### src/rtl/bool_sweep_if.sv
// Start/done handshake, expected/result table and datapath drive/sense for bool_sweep_ctrl.
// The master is the host plus the function block under test; the slave is the controller.
interface bool_sweep_if #(
  parameter int unsigned N_IN = 3
);
  localparam int unsigned Nv = 1 << N_IN;

  logic            start;
  logic            abort;
  logic [Nv-1:0]   expected;
  logic [N_IN-1:0] dut_in;
  logic            dut_f;
  logic            busy;
  logic            done;
  logic            pass;
  logic [Nv-1:0]   result;
  logic [N_IN:0]   fail_cnt;
  logic [N_IN-1:0] first_fail;

  modport master (
    output start, abort, expected, dut_f,
    input  dut_in, busy, done, pass, result, fail_cnt, first_fail
  );

  modport slave (
    input  start, abort, expected, dut_f,
    output dut_in, busy, done, pass, result, fail_cnt, first_fail
  );
endinterface

### src/rtl/bool_sweep_ctrl.sv
// Built-in self-test sequencer: sweeps every input vector of a small boolean block,
// waits a settle time, samples its output and scores the truth table against a mask.
module bool_sweep_ctrl #(
  parameter int unsigned N_IN          = 3,
  parameter int unsigned SETTLE_CYCLES = 2
) (
  input logic         clk,
  input logic         rst_n,
  bool_sweep_if.slave bus
);
  localparam int unsigned Nv   = 1 << N_IN;
  localparam int unsigned CntW = (SETTLE_CYCLES < 2) ? 1 : $clog2(SETTLE_CYCLES + 1);
  localparam logic [CntW-1:0] SettleLoad = CntW'(SETTLE_CYCLES);
  localparam logic [N_IN-1:0] LastIdx    = N_IN'(Nv - 1);

  typedef enum logic [1:0] {StIdle, StSettle, StSample, StDone} state_e;

  state_e          state_q;
  logic [CntW-1:0] cnt_q;
  logic [N_IN-1:0] idx_q;
  logic [N_IN-1:0] dut_in_q;
  logic [N_IN-1:0] first_fail_q;
  logic [Nv-1:0]   expected_q;
  logic [Nv-1:0]   result_q;
  logic [N_IN:0]   fail_cnt_q;
  logic            done_q;
  logic            pass_q;
  logic            mismatch;

  assign mismatch = bus.dut_f ^ expected_q[idx_q];

  always_ff @(posedge clk or negedge rst_n) begin
    if (!rst_n) begin
      state_q      <= StIdle;
      cnt_q        <= '0;
      idx_q        <= '0;
      dut_in_q     <= '0;
      first_fail_q <= '0;
      expected_q   <= '0;
      result_q     <= '0;
      fail_cnt_q   <= '0;
      done_q       <= 1'b0;
      pass_q       <= 1'b0;
    end else begin
      done_q <= 1'b0;
      case (state_q)
        StIdle: begin
          if (bus.start && !bus.abort) begin
            expected_q   <= bus.expected;
            result_q     <= '0;
            fail_cnt_q   <= '0;
            first_fail_q <= '0;
            pass_q       <= 1'b0;
            idx_q        <= '0;
            dut_in_q     <= '0;
            cnt_q        <= SettleLoad;
            state_q      <= StSettle;
          end
        end
        StSettle: begin
          if (bus.abort) begin
            state_q  <= StIdle;
            dut_in_q <= '0;
            pass_q   <= 1'b0;
          // Leaving at count 1 (or 0) gives max(SETTLE_CYCLES,1) settle cycles.
          end else if (cnt_q <= CntW'(1)) begin
            state_q <= StSample;
          end else begin
            cnt_q <= cnt_q - CntW'(1);
          end
        end
        StSample: begin
          if (bus.abort) begin
            state_q  <= StIdle;
            dut_in_q <= '0;
            pass_q   <= 1'b0;
          end else begin
            result_q[idx_q] <= bus.dut_f;
            if (mismatch) begin
              fail_cnt_q <= fail_cnt_q + (N_IN + 1)'(1);
              if (fail_cnt_q == '0) first_fail_q <= idx_q;
            end
            if (idx_q == LastIdx) begin
              state_q  <= StDone;
              done_q   <= 1'b1;
              dut_in_q <= '0;
              pass_q   <= (fail_cnt_q == '0) && !mismatch;
            end else begin
              idx_q    <= idx_q + N_IN'(1);
              dut_in_q <= idx_q + N_IN'(1);
              cnt_q    <= SettleLoad;
              state_q  <= StSettle;
            end
          end
        end
        StDone: begin
          state_q <= StIdle;
          if (bus.abort) pass_q <= 1'b0;
        end
        default: state_q <= StIdle;
      endcase
    end
  end

  assign bus.busy       = (state_q == StSettle) || (state_q == StSample);
  assign bus.done       = done_q;
  assign bus.pass       = pass_q;
  assign bus.dut_in     = dut_in_q;
  assign bus.result     = result_q;
  assign bus.fail_cnt   = fail_cnt_q;
  assign bus.first_fail = first_fail_q;
endmodule

### src/flat_wrapper.sv
// flat-port wrapper written by rule: the top's interface ports become plain ports
module bool_sweep_ctrl_flat 
#(
  parameter int unsigned N_IN          = 3,
  parameter int unsigned SETTLE_CYCLES = 2
)
  (clk, rst_n, bus_start, bus_abort, bus_expected, bus_dut_f, bus_dut_in, bus_busy, bus_done, bus_pass, bus_result, bus_fail_cnt, bus_first_fail);
  bool_sweep_if #(.N_IN(N_IN)) bus_i ();
  input logic clk;
  input logic rst_n;
  input wire logic [$bits(bus_i.start)-1:0] bus_start;
  input wire logic [$bits(bus_i.abort)-1:0] bus_abort;
  input wire logic [$bits(bus_i.expected)-1:0] bus_expected;
  input wire logic [$bits(bus_i.dut_f)-1:0] bus_dut_f;
  output wire logic [$bits(bus_i.dut_in)-1:0] bus_dut_in;
  output wire logic [$bits(bus_i.busy)-1:0] bus_busy;
  output wire logic [$bits(bus_i.done)-1:0] bus_done;
  output wire logic [$bits(bus_i.pass)-1:0] bus_pass;
  output wire logic [$bits(bus_i.result)-1:0] bus_result;
  output wire logic [$bits(bus_i.fail_cnt)-1:0] bus_fail_cnt;
  output wire logic [$bits(bus_i.first_fail)-1:0] bus_first_fail;
  assign bus_i.start = bus_start;
  assign bus_i.abort = bus_abort;
  assign bus_i.expected = bus_expected;
  assign bus_i.dut_f = bus_dut_f;
  assign bus_dut_in = bus_i.dut_in;
  assign bus_busy = bus_i.busy;
  assign bus_done = bus_i.done;
  assign bus_pass = bus_i.pass;
  assign bus_result = bus_i.result;
  assign bus_fail_cnt = bus_i.fail_cnt;
  assign bus_first_fail = bus_i.first_fail;
  bool_sweep_ctrl #(.N_IN(N_IN), .SETTLE_CYCLES(SETTLE_CYCLES)) u_core (.clk(clk), .rst_n(rst_n), .bus(bus_i));
endmodule
### config.mk
export PLATFORM = sky130hd
export DESIGN_NAME = bool_sweep_ctrl_flat
export DESIGN_NICKNAME = d
export VERILOG_FILES = /design/src/rtl/bool_sweep_if.sv /design/src/rtl/bool_sweep_ctrl.sv /design/src/flat_wrapper.sv
export SDC_FILE = /design/constraint.sdc
export NUM_CORES = 1
export LEC_CHECK = 0
export ABC_AREA = 0
export CAP_MARGIN = 10
export CORE_ASPECT_RATIO = 2
export CORE_MARGIN = 2
export CORE_UTILIZATION = 45
export DETAILED_ROUTE_END_ITERATION = 8
export PLACE_DENSITY = 0.69
export RECOVER_POWER = 50
export SYNTH_ARGS = -nofsm -noshare
export SYNTH_HDL_FRONTEND = slang
export SYNTH_SLANG_ARGS = --single-unit
### constraint.sdc
create_clock -name clk -period 2.54 [get_ports clk]
set_clock_uncertainty 0.05 [all_clocks]
set_input_delay 0.254 -clock clk [delete_from_list [all_inputs] [get_ports clk]]
set_output_delay 0.254 -clock clk [all_outputs]
set_load 0.02 [all_outputs]
==> flow_metrics.py, run 1 <==
metrics = {
    "floorplanning": {
        "rows": 32,
        "coreArea_um2": 3880,
        "initial_core_util_pct": 47.3,
        "die_x_um": 49.2,
        "die_h_um": 94.4,
        "ios": 34,
        "dieArea_um2": 4640,
    },
    "clocking": {
        "post-cts-setup-buffers": 0,
        "cts_tree": "yes",
        "cts_buffer_depth": 2,
        "path_clk_slew_ns": 0.07,
        "cts_sinks": 35,
        "cts_max_level": 2,
        "cts_resized": 0,
        "cts_inserted_buffers": 5,
        "clockRootBuffer": "clkbuf_8",
        "cts_hold_buf": 0,
        "worst_skew_pair.late_latency_ns": 0.28,
    },
    "global_routing": {
        "groute.usage.overall_pct": 19.3,
        "met1_usage_pct": 18.6,
        "grt.busiest_layer": "met2",
        "antenna_found_initial": 0,
        "grt_pass1_vias": 1579,
        "grt_overflow_total": 0,
        "grt.met2_usage_pct": 36.6,
        "grt_max_degree": 36,
        "gr-usage-met3_pct": 4.11,
        "grt_pass1_wl_um": 6890,
    },
    "synth": {
        "synth.top_cells.by_area": "dfrtp_1 (48%), ha_1 (6.8%), mux2_2 (5.5%), nand2_1 (3.9%), nand3_1 (2.5%)",
        "yosys.area.top_type_share_pct": 47.7,
        "yosysWarnings": 0,
        "synth_edf_count": 0,
        "async_reset_ff_share_pct": 100,
        "avgSynthCellArea_um2": 10.7,
        "netlist.top_cell.by_area": "dfrtp_1",
        "syn_inst": 172,
        "synth_cell_type_count": 41,
        "synth-main-ff-cell": "dfrtp_1",
        "synth_seq_cells": 35,
        "synth_fp_nets": 195,
        "syn-cell-area_um2": 1840,
        "synth_seq_area_share_pct": 47.7,
    },
    "outcome": {
        "status": "completed",
    },
    "routing": {
        "route.detailed.drc": 0,
        "wl_per_cell_um": 15.4,
        "vias": 1495,
        "first_iter_violations": 24,
        "via_per_inst": 5.66,
        "ant_nets": 0,
        "wl_um": 4070,
        "first_pass_iters": 4,
    },
    "timing": {
        "tns_ns": 0,
        "post-route-min-period_ns": 2.16,
        "tightest_slew_ns": 0.864,
        "rsz0062_at_grt": "false",
        "period_share_pct": 85.0,
        "fmax_mhz": 463,
        "finalHoldViolations": 0,
        "maxSlewViolCount": 0,
        "setup_violations": 0,
        "relSlewSlack_pct": 42.4,
    },
    "setup_path": {
        "crit_family": "multiplexers",
        "slowest_stage": "mux4_1",
        "crit_arrival_ns": 2.31,
        "critical_path_required_ns": 2.69,
        "path_class": "reg2reg",
        "cp_slowest_stage_delay_ns": 0.58,
        "critPathCaptureType": "register",
        "path_cells": "mux4_1 > mux2i_2 > xor2_2 > buf_4 > or3_1 > a21boi_1",
        "cp-start-kind": "register",
        "critical_path_buf_inv_count": 1,
        "crit_fanout": 13,
    },
    "power": {
        "max-vdd-ir-drop_mv": 0.835,
        "power_mw": 2.14,
        "power.density_nw_per_um2": 917,
        "leakagePower_nw": 1.03,
    },
    "run": {
        "cap_violations": 0,
    },
    "final_layout": {
        "area_delta_synth_final_pct": 27.0,
        "antenna_cells": 0,
        "final_core_utilization_pct": 60.1,
        "layout.nets": 235,
        "drive_gt1_share_pct": 14.6,
        "n_fill_cell": 351,
        "fin_area_um2": 2330,
    },
    "placement": {
        "place.gp.congestion": 0.823,
        "place_hpwl_um": 3100,
        "io_buffers": 33,
        "placed_cell_area_um2": 2250,
    },
    "worst_hold_path": {
        "hold_path_class": "reg2reg",
    },
}
[worst min-delay path, stage by stage (launching register included)]
cell and delay (ns):
dfrtp_1 0.34, nand3_1 0.06, o21ai_1 0.07
[layout make-up]
cell class	instances	area, µm²	area share [%]
repair buffers	40	380	16.3
multi-input cells	120	888	38.0
inverters	10	37.5	1.61
well taps	51	63.8	2.73
flip-flops and latches	35	876	37.5
clock buffers	5	68.8	2.95
clock inverters	3	20.0	0.857
[metal layers]
metal,routed length (µm),part of all wire (%)
met5,0,0
met4,143,3.5
met3,139,3.4
met2,2310,57
met1,1470,36
[final timing paths]
check	start	to	slack (ns)	cells after the start
worst max-delay path	u_core.idx_q[0]	u_core.bus.fail_cnt[2]	0.38	6
worst min-delay path	u_core.bus.result[0]	u_core.bus.result[0]	0.46	2
worst max register to register	u_core.idx_q[0]	u_core.bus.fail_cnt[2]	0.38	6
worst min register to register	u_core.bus.result[0]	u_core.bus.result[0]	0.46	2
max in group asynchronous	rst_n	u_core.bus.result[1]	1.34	2
min in group asynchronous	rst_n	u_core.bus.first_fail[1]	0.55	2
[sequential cells by signal, summed over array words and instances, names as in the netlist]
signal / count
u_core.bus.dut_in: 3
u_core.idx_q: 3
u_core.state_q: 2
u_core.cnt_q: 2
u_core.bus.done: 1
u_core.expected_q: 8
u_core.bus.fail_cnt: 4
u_core.bus.result: 8
u_core.bus.first_fail: 3
u_core.bus.pass: 1
[layout by cell type, fill, tap and decap left out, types with 4 or more instances in the layout]
| cell | Yosys | layout |
|---|---|---|
| clkdlybuf4s50_1 | 0 | 22 |
| dlygate4sd3_1 | 0 | 11 |
| clkbuf_8 | 0 | 5 |
| o21ai_0 | 7 | 7 |
| nor2_1 | 7 | 7 |
| inv_1 | 10 | 10 |
| ha_1 | 10 | 10 |
| mux2_2 | 9 | 9 |
| dfrtp_1 | 35 | 35 |
| o41ai_1 | 4 | 4 |
| nand3_1 | 9 | 9 |
| buf_4 | 0 | 6 |
| nor2b_1 | 4 | 4 |
| o311ai_0 | 4 | 4 |
| nand2_1 | 19 | 19 |
| o31ai_1 | 4 | 4 |
[Yosys cell counts (2+ instances only)]
cell and n:
a22o_1 3, or4_1 2, nand2_1 19, o21ai_0 7
mux2_2 9, or3_1 3, a21boi_1 2, o22ai_1 2
dfrtp_1 35, o311ai_0 4, ha_1 10, o41ai_1 4
inv_1 10, nand3_1 9, o31ai_1 4, o311ai_1 3
clkbuf_1 4, nor2b_1 4, o211ai_1 3, o21ai_1 3
nand2b_1 3, nor3_1 3, buf_2 2, nor2_1 7
[through the flow]
stage / setup WS [ns] / std cells / hold slack [ns]
5_1_grt: 0.286 / 264 / 0.483
6_report: 0.380 / 264 / 0.459
2_1_floorplan: 0.460 / 172 / -0.0916
3_3_place_gp: 0.463 / 256 / 0.440
4_1_cts: 0.364 / 264 / 0.335
3_5_place_dp: 0.391 / 256 / 0.455
[kinds of logic after synthesis]
group	share of synthesized area (%)
AO/OA/AOI/OAI	16.1
XOR/XNOR	0.885
adder cells (fa/ha/maj)	6.81
buffers and inverters	4.02
flip-flops	47.7
multiplexers	9.46
AND/OR/NAND/NOR	15.0
[power breakdown]
part	internal, mW	total, mW	switching (mW)
sequential	0.688	0.804	0.117
clock	0.191	0.394	0.204
combinational	0.432	0.943	0.511
Note: power is estimated with default switching activity, not from simulation.
==> run 2: changes to the inputs <==
CORE_MARGIN = default   (was 2)
CTS_CLUSTER_SIZE = 16   (was default)
PLACE_DENSITY = 0.75   (was 0.69)
==> flow_metrics.py, run 2 (synthesis gave the netlist of run 1 again) <==
metrics = {
    "placement": {
        "place.gp.congestion": 0.830,
        "place_hpwl_um": 3180,
        "io_buffers": 33,
        "placedCellCount": 257,
        "placed_cell_area_um2": 2260,
    },
    "clocking": {
        "post-cts-setup-buffers": 0,
        "cts_inserted_buffers": 5,
        "clockRootBuffer": "clkbuf_8",
        "path_clk_slew_ns": 0.07,
        "cts_hold_buf": 0,
        "cts_resized": 0,
        "cts_max_level": 2,
        "cts_tree": "yes",
        "cts_sinks": 35,
        "cts_buffer_depth": 2,
        "worst_skew_pair.late_latency_ns": 0.29,
    },
    "floorplanning": {
        "die_x_um": 47.2,
        "dieArea_um2": 4360,
        "rows": 32,
        "initial_core_util_pct": 47.3,
        "die_h_um": 92.4,
        "coreArea_um2": 3880,
        "ios": 34,
    },
    "run": {
        "cap_violations": 0,
    },
    "setup_path": {
        "cp-startpoint": "u_core.state_q[0]",
        "reg2reg_depth": 7,
        "r2r_setup_slack_ns": 0.41,
        "crit_family": "simple AND/OR/NAND/NOR gates",
        "crit_end": "u_core.bus.result[0]",
        "cp_slowest_stage_delay_ns": 0.48,
        "path_class": "reg2reg",
        "cp-start-kind": "register",
        "path_cells": "inv_1 > ha_1 > mux2i_1 > or2_1 > or4_1 > nand3_1 > o21ai_1",
        "critical_path_required_ns": 2.66,
        "r2r-start": "u_core.state_q[0]",
        "crit_cells": 7,
        "timing.rr.end": "u_core.bus.result[0]",
        "critical_path_buf_inv_count": 1,
        "crit_fanout": 11,
        "crit_arrival_ns": 2.24,
        "critPathCaptureType": "register",
        "slowest_stage": "or4_1",
    },
    "timing": {
        "setup_violations": 0,
        "tns_ns": 0,
        "rsz0062_at_grt": "false",
        "period_share_pct": 83.7,
        "maxSlewViolCount": 0,
        "finalHoldViolations": 0,
        "relSlewSlack_pct": 43.7,
        "post-route-min-period_ns": 2.13,
        "tightest_slew_ns": 0.844,
        "fmax_mhz": 471,
    },
    "global_routing": {
        "grt_max_degree": 36,
        "grt_pass1_wl_um": 6770,
        "grt_overflow_total": 0,
        "grt_pass1_vias": 1564,
        "antenna_found_initial": 0,
        "groute.usage.overall_pct": 21.8,
    },
    "outcome": {
        "status": "completed",
    },
    "power": {
        "max-vdd-ir-drop_mv": 0.680,
        "power_mw": 2.16,
        "leakagePower_nw": 1.03,
        "power.density_nw_per_um2": 925,
    },
    "final_layout": {
        "mostFrequentLayoutCells": "dfrtp_1 (35), clkdlybuf4s50_1 (22), nand2_1 (19), dlygate4sd3_1 (11)",
        "fin_area_um2": 2340,
        "final_core_utilization_pct": 60.2,
        "drive_gt1_share_pct": 14.5,
        "layout.nets": 236,
        "final_common_cell": "dfrtp_1",
        "area_delta_synth_final_pct": 27.2,
        "finalNonFillerCells": 265,
        "antenna_cells": 0,
    },
    "routing": {
        "first_iter_violations": 20,
        "ant_nets": 0,
        "first_pass_iters": 4,
        "route.detailed.drc": 0,
        "wl_um": 4100,
        "vias": 1487,
        "wl_per_cell_um": 15.5,
        "via_per_inst": 5.61,
    },
    "worst_hold_path": {
        "hold_path_class": "reg2reg",
    },
}
## run 2: worst min path at each step
stage	start	endpoint	cells past startpoint
3_3_place_gp	u_core.bus.result[7]	u_core.bus.result[7]	2
6_report	u_core.bus.result[7]	u_core.bus.result[7]	2
5_1_grt	u_core.bus.dut_in[0]	u_core.bus.dut_in[0]	1
4_1_cts	rst_n	u_core.expected_q[1]	2
2_1_floorplan	rst_n	u_core.bus.done	0
3_5_place_dp	u_core.bus.result[7]	u_core.bus.result[7]	2
## run 2: layout make-up
| type | count | area [µm²] |
|---|---|---|
| clock buffers | 6 | 72.6 |
| clock inverters | 2 | 12.5 |
| fillers | 334 | 1550 |
| inverters | 10 | 37.5 |
| multi-input cells | 120 | 888 |
| flip-flops and latches | 35 | 876 |
| well taps | 51 | 63.8 |
| repair buffers | 41 | 388 |
## run 2: power breakdown
group	switching (mW)	internal (mW)	leakage, nW	total (mW)
clock network	0.201	0.191	0.0412	0.392
logic	0.542	0.442	0.529	0.984
registers	0.0977	0.688	0.463	0.786
## run 2: routing by layer
metal | routed length [µm] | vias up | share of wire [%] | global-route usage, %
met5 | 0 | - | 0 | 0
met4 | 166 | 0 | 4.0 | 11.9
met3 | 123 | 18 | 3.0 | 4.29
met2 | 2370 | 35 | 58 | 39.2
met1 | 1440 | 716 | 35 | 21.2
li1 | - | 718 | - | -
## run 2: worst min-delay path, delay by kind of cell, from the launching register on
family / cells / cell delay [ns]
AOI/OAI and AO/OA: 1 / 0.06
and+or+nand+nor: 1 / 0.06
DFF: 1 / 0.34
## run 2: metrics by stage
step / hold WS [ns] / setup slack (ns)
floorplan: -0.0916 / 0.460
global placement: 0.430 / 0.490
detailed placement: 0.441 / 0.444
CTS: 0.336 / 0.424
global route: 0.469 / 0.281
finish: 0.444 / 0.415
==> run 3: changes to the inputs <==
PLACE_DENSITY = 0.78   (was 0.75)
clock period = 1.85 ns   (was 2.54 ns; I/O delays follow)
==> flow_metrics.py, run 3 (synthesis gave the netlist of run 1 again) <==
metrics = {
    "outcome": {
        "status": "finished, violations left",
        "violations": "negative setup slack",
    },
    "worst_hold_path": {
        "holdPathStages": 2,
        "hold_path_class": "in2reg",
    },
    "timing": {
        "setup_violations": 10,
        "rsz0062_at_grt": "true",
        "maxSlewViolCount": 0,
        "tightest_slew_ns": 0.854,
        "relSlewSlack_pct": 43.1,
        "period_share_pct": 107,
        "fmax_mhz": 503,
        "fin_ws_ns": -0.137,
        "finalHoldViolations": 0,
        "post-route-min-period_ns": 1.99,
        "whs_ns": 0.447,
    },
    "routing": {
        "route.detailed.drc": 0,
        "ant_nets": 0,
        "wl_um": 4340,
        "first_iter_violations": 20,
        "wl_per_cell_um": 14.8,
        "via_per_inst": 5.51,
        "vias": 1619,
        "first_pass_iters": 4,
    },
    "final_layout": {
        "mostFrequentLayoutCells": "buf_4 (33), dfrtp_1 (33), clkdlybuf4s50_1 (29), nand2_1 (19)",
        "multi_input_area_um2": 982,
        "antenna_cells": 0,
        "final_core_utilization_pct": 68.5,
        "drive_gt1_share_pct": 32.5,
        "fin_area_um2": 2660,
        "ff_latch_area_um2": 878,
        "finalNonFillerCells": 294,
        "area_delta_synth_final_pct": 44.7,
        "layout.nets": 265,
        "n_fill_cell": 294,
    },
    "global_routing": {
        "grt_max_degree": 36,
        "grt_pass1_wl_um": 6800,
        "grt_overflow_total": 0,
        "antenna_found_initial": 0,
        "groute.usage.overall_pct": 21.8,
        "grt_pass1_vias": 1606,
    },
    "power": {
        "power_mw": 3.51,
        "leakagePower_nw": 1.14,
        "power.density_nw_per_um2": 1320,
        "max-vdd-ir-drop_mv": 0.983,
    },
    "setup_path": {
        "critPathCaptureType": "register",
        "crit_arrival_ns": 2.16,
        "cp-start-kind": "register",
        "crit_fanout": 4,
        "path_class": "reg2reg",
        "reg2reg_depth": 6,
        "critical_path_required_ns": 2.02,
    },
    "clocking": {
        "clockRootBuffer": "clkbuf_8",
        "cts_buffer_depth": 2,
        "path_clk_slew_ns": 0.08,
        "worst_skew_pair.late_latency_ns": 0.29,
        "cts_inserted_buffers": 5,
        "cts_sinks": 35,
        "cts_tree": "yes",
        "cts_max_level": 2,
    },
    "floorplanning": {
        "coreArea_um2": 3880,
        "die_x_um": 47.2,
        "rows": 32,
        "ios": 34,
        "dieArea_um2": 4360,
        "die_h_um": 92.4,
        "initial_core_util_pct": 47.3,
    },
    "placement": {
        "placedCellCount": 278,
        "placed_cell_area_um2": 2440,
        "place_hpwl_um": 3120,
        "place.gp.congestion": 0.856,
        "io_buffers": 33,
    },
    "run": {
        "cap_violations": 0,
    },
}
[run 3: cell types whose count changed in the layout (fill, tap and decap cells not counted), sizes merged]
cell	previous run	this run
clkinvlp	1	2
dlygate4sd3	11	3
inv	10	11
clkinv	1	0
buf	7	36
clkdlybuf4s50	22	29
[run 3: worst paths after layout]
check                                      from                      to  slack [ns]
max                             u_core.idx_q[0]  u_core.bus.fail_cnt[2]       -0.14
min                             bus_expected[6]    u_core.expected_q[6]        0.45
max reg2reg                     u_core.idx_q[0]  u_core.bus.fail_cnt[2]       -0.14
min reg2reg                u_core.expected_q[2]    u_core.expected_q[2]        0.46
max in group asynchronous                 rst_n         u_core.idx_q[1]        0.70
min in group asynchronous                 rst_n    u_core.expected_q[0]        0.47
[run 3: where the power goes]
group / switching (mW) / leakage [nW] / internal (mW)
logic: 0.888 / 0.640 / 0.965
registers: 0.130 / 0.460 / 0.947
clock network: 0.309 / 0.0408 / 0.269
[run 3: through the flow]
stage | worst slack (ns) | setup TNS [ns]
finish | -0.137 | -0.761
CTS | -0.153 | -0.900
global placement | -0.134 | -0.614
detailed placement | -0.171 | -0.951
floorplan | -0.0986 | -0.131
global route | -0.231 | -1.73
[run 3: cell type report]
class,instances,area share [%]
multi-input cells,120,36.9
flip-flops and latches,35,33.0
repair buffers,70,22.7
clock buffers,5,2.59
well taps,51,2.40
inverters,10,1.41
clock inverters,3,0.894
[run 3: timing repair]
item	in CTS	in global routing
gates resized for setup	2	18
hold endpoints to repair	0	0
hold buffers	0	0
setup endpoints to repair	13	23
pin swaps	8	8
setup buffers	0	7
gates cloned	1	0
[run 3: worst max-delay path, cell delays in order (launching register included)]
cell	delay [ns]
dfrtp_2	0.42
mux4_2	0.55
mux2i_4	0.18
xor2_2	0.13
buf_4	0.15
or3_1	0.30
a21boi_1	0.13
[run 3: routing by layer]
layer / part of all wire [%] / global-route usage [%] / routed length, µm
met5: 0 / 0 / 0
met4: 2.3 / 12.1 / 99
met3: 2.9 / 4.68 / 126
met2: 59 / 37.8 / 2570
met1: 35 / 22.4 / 1540
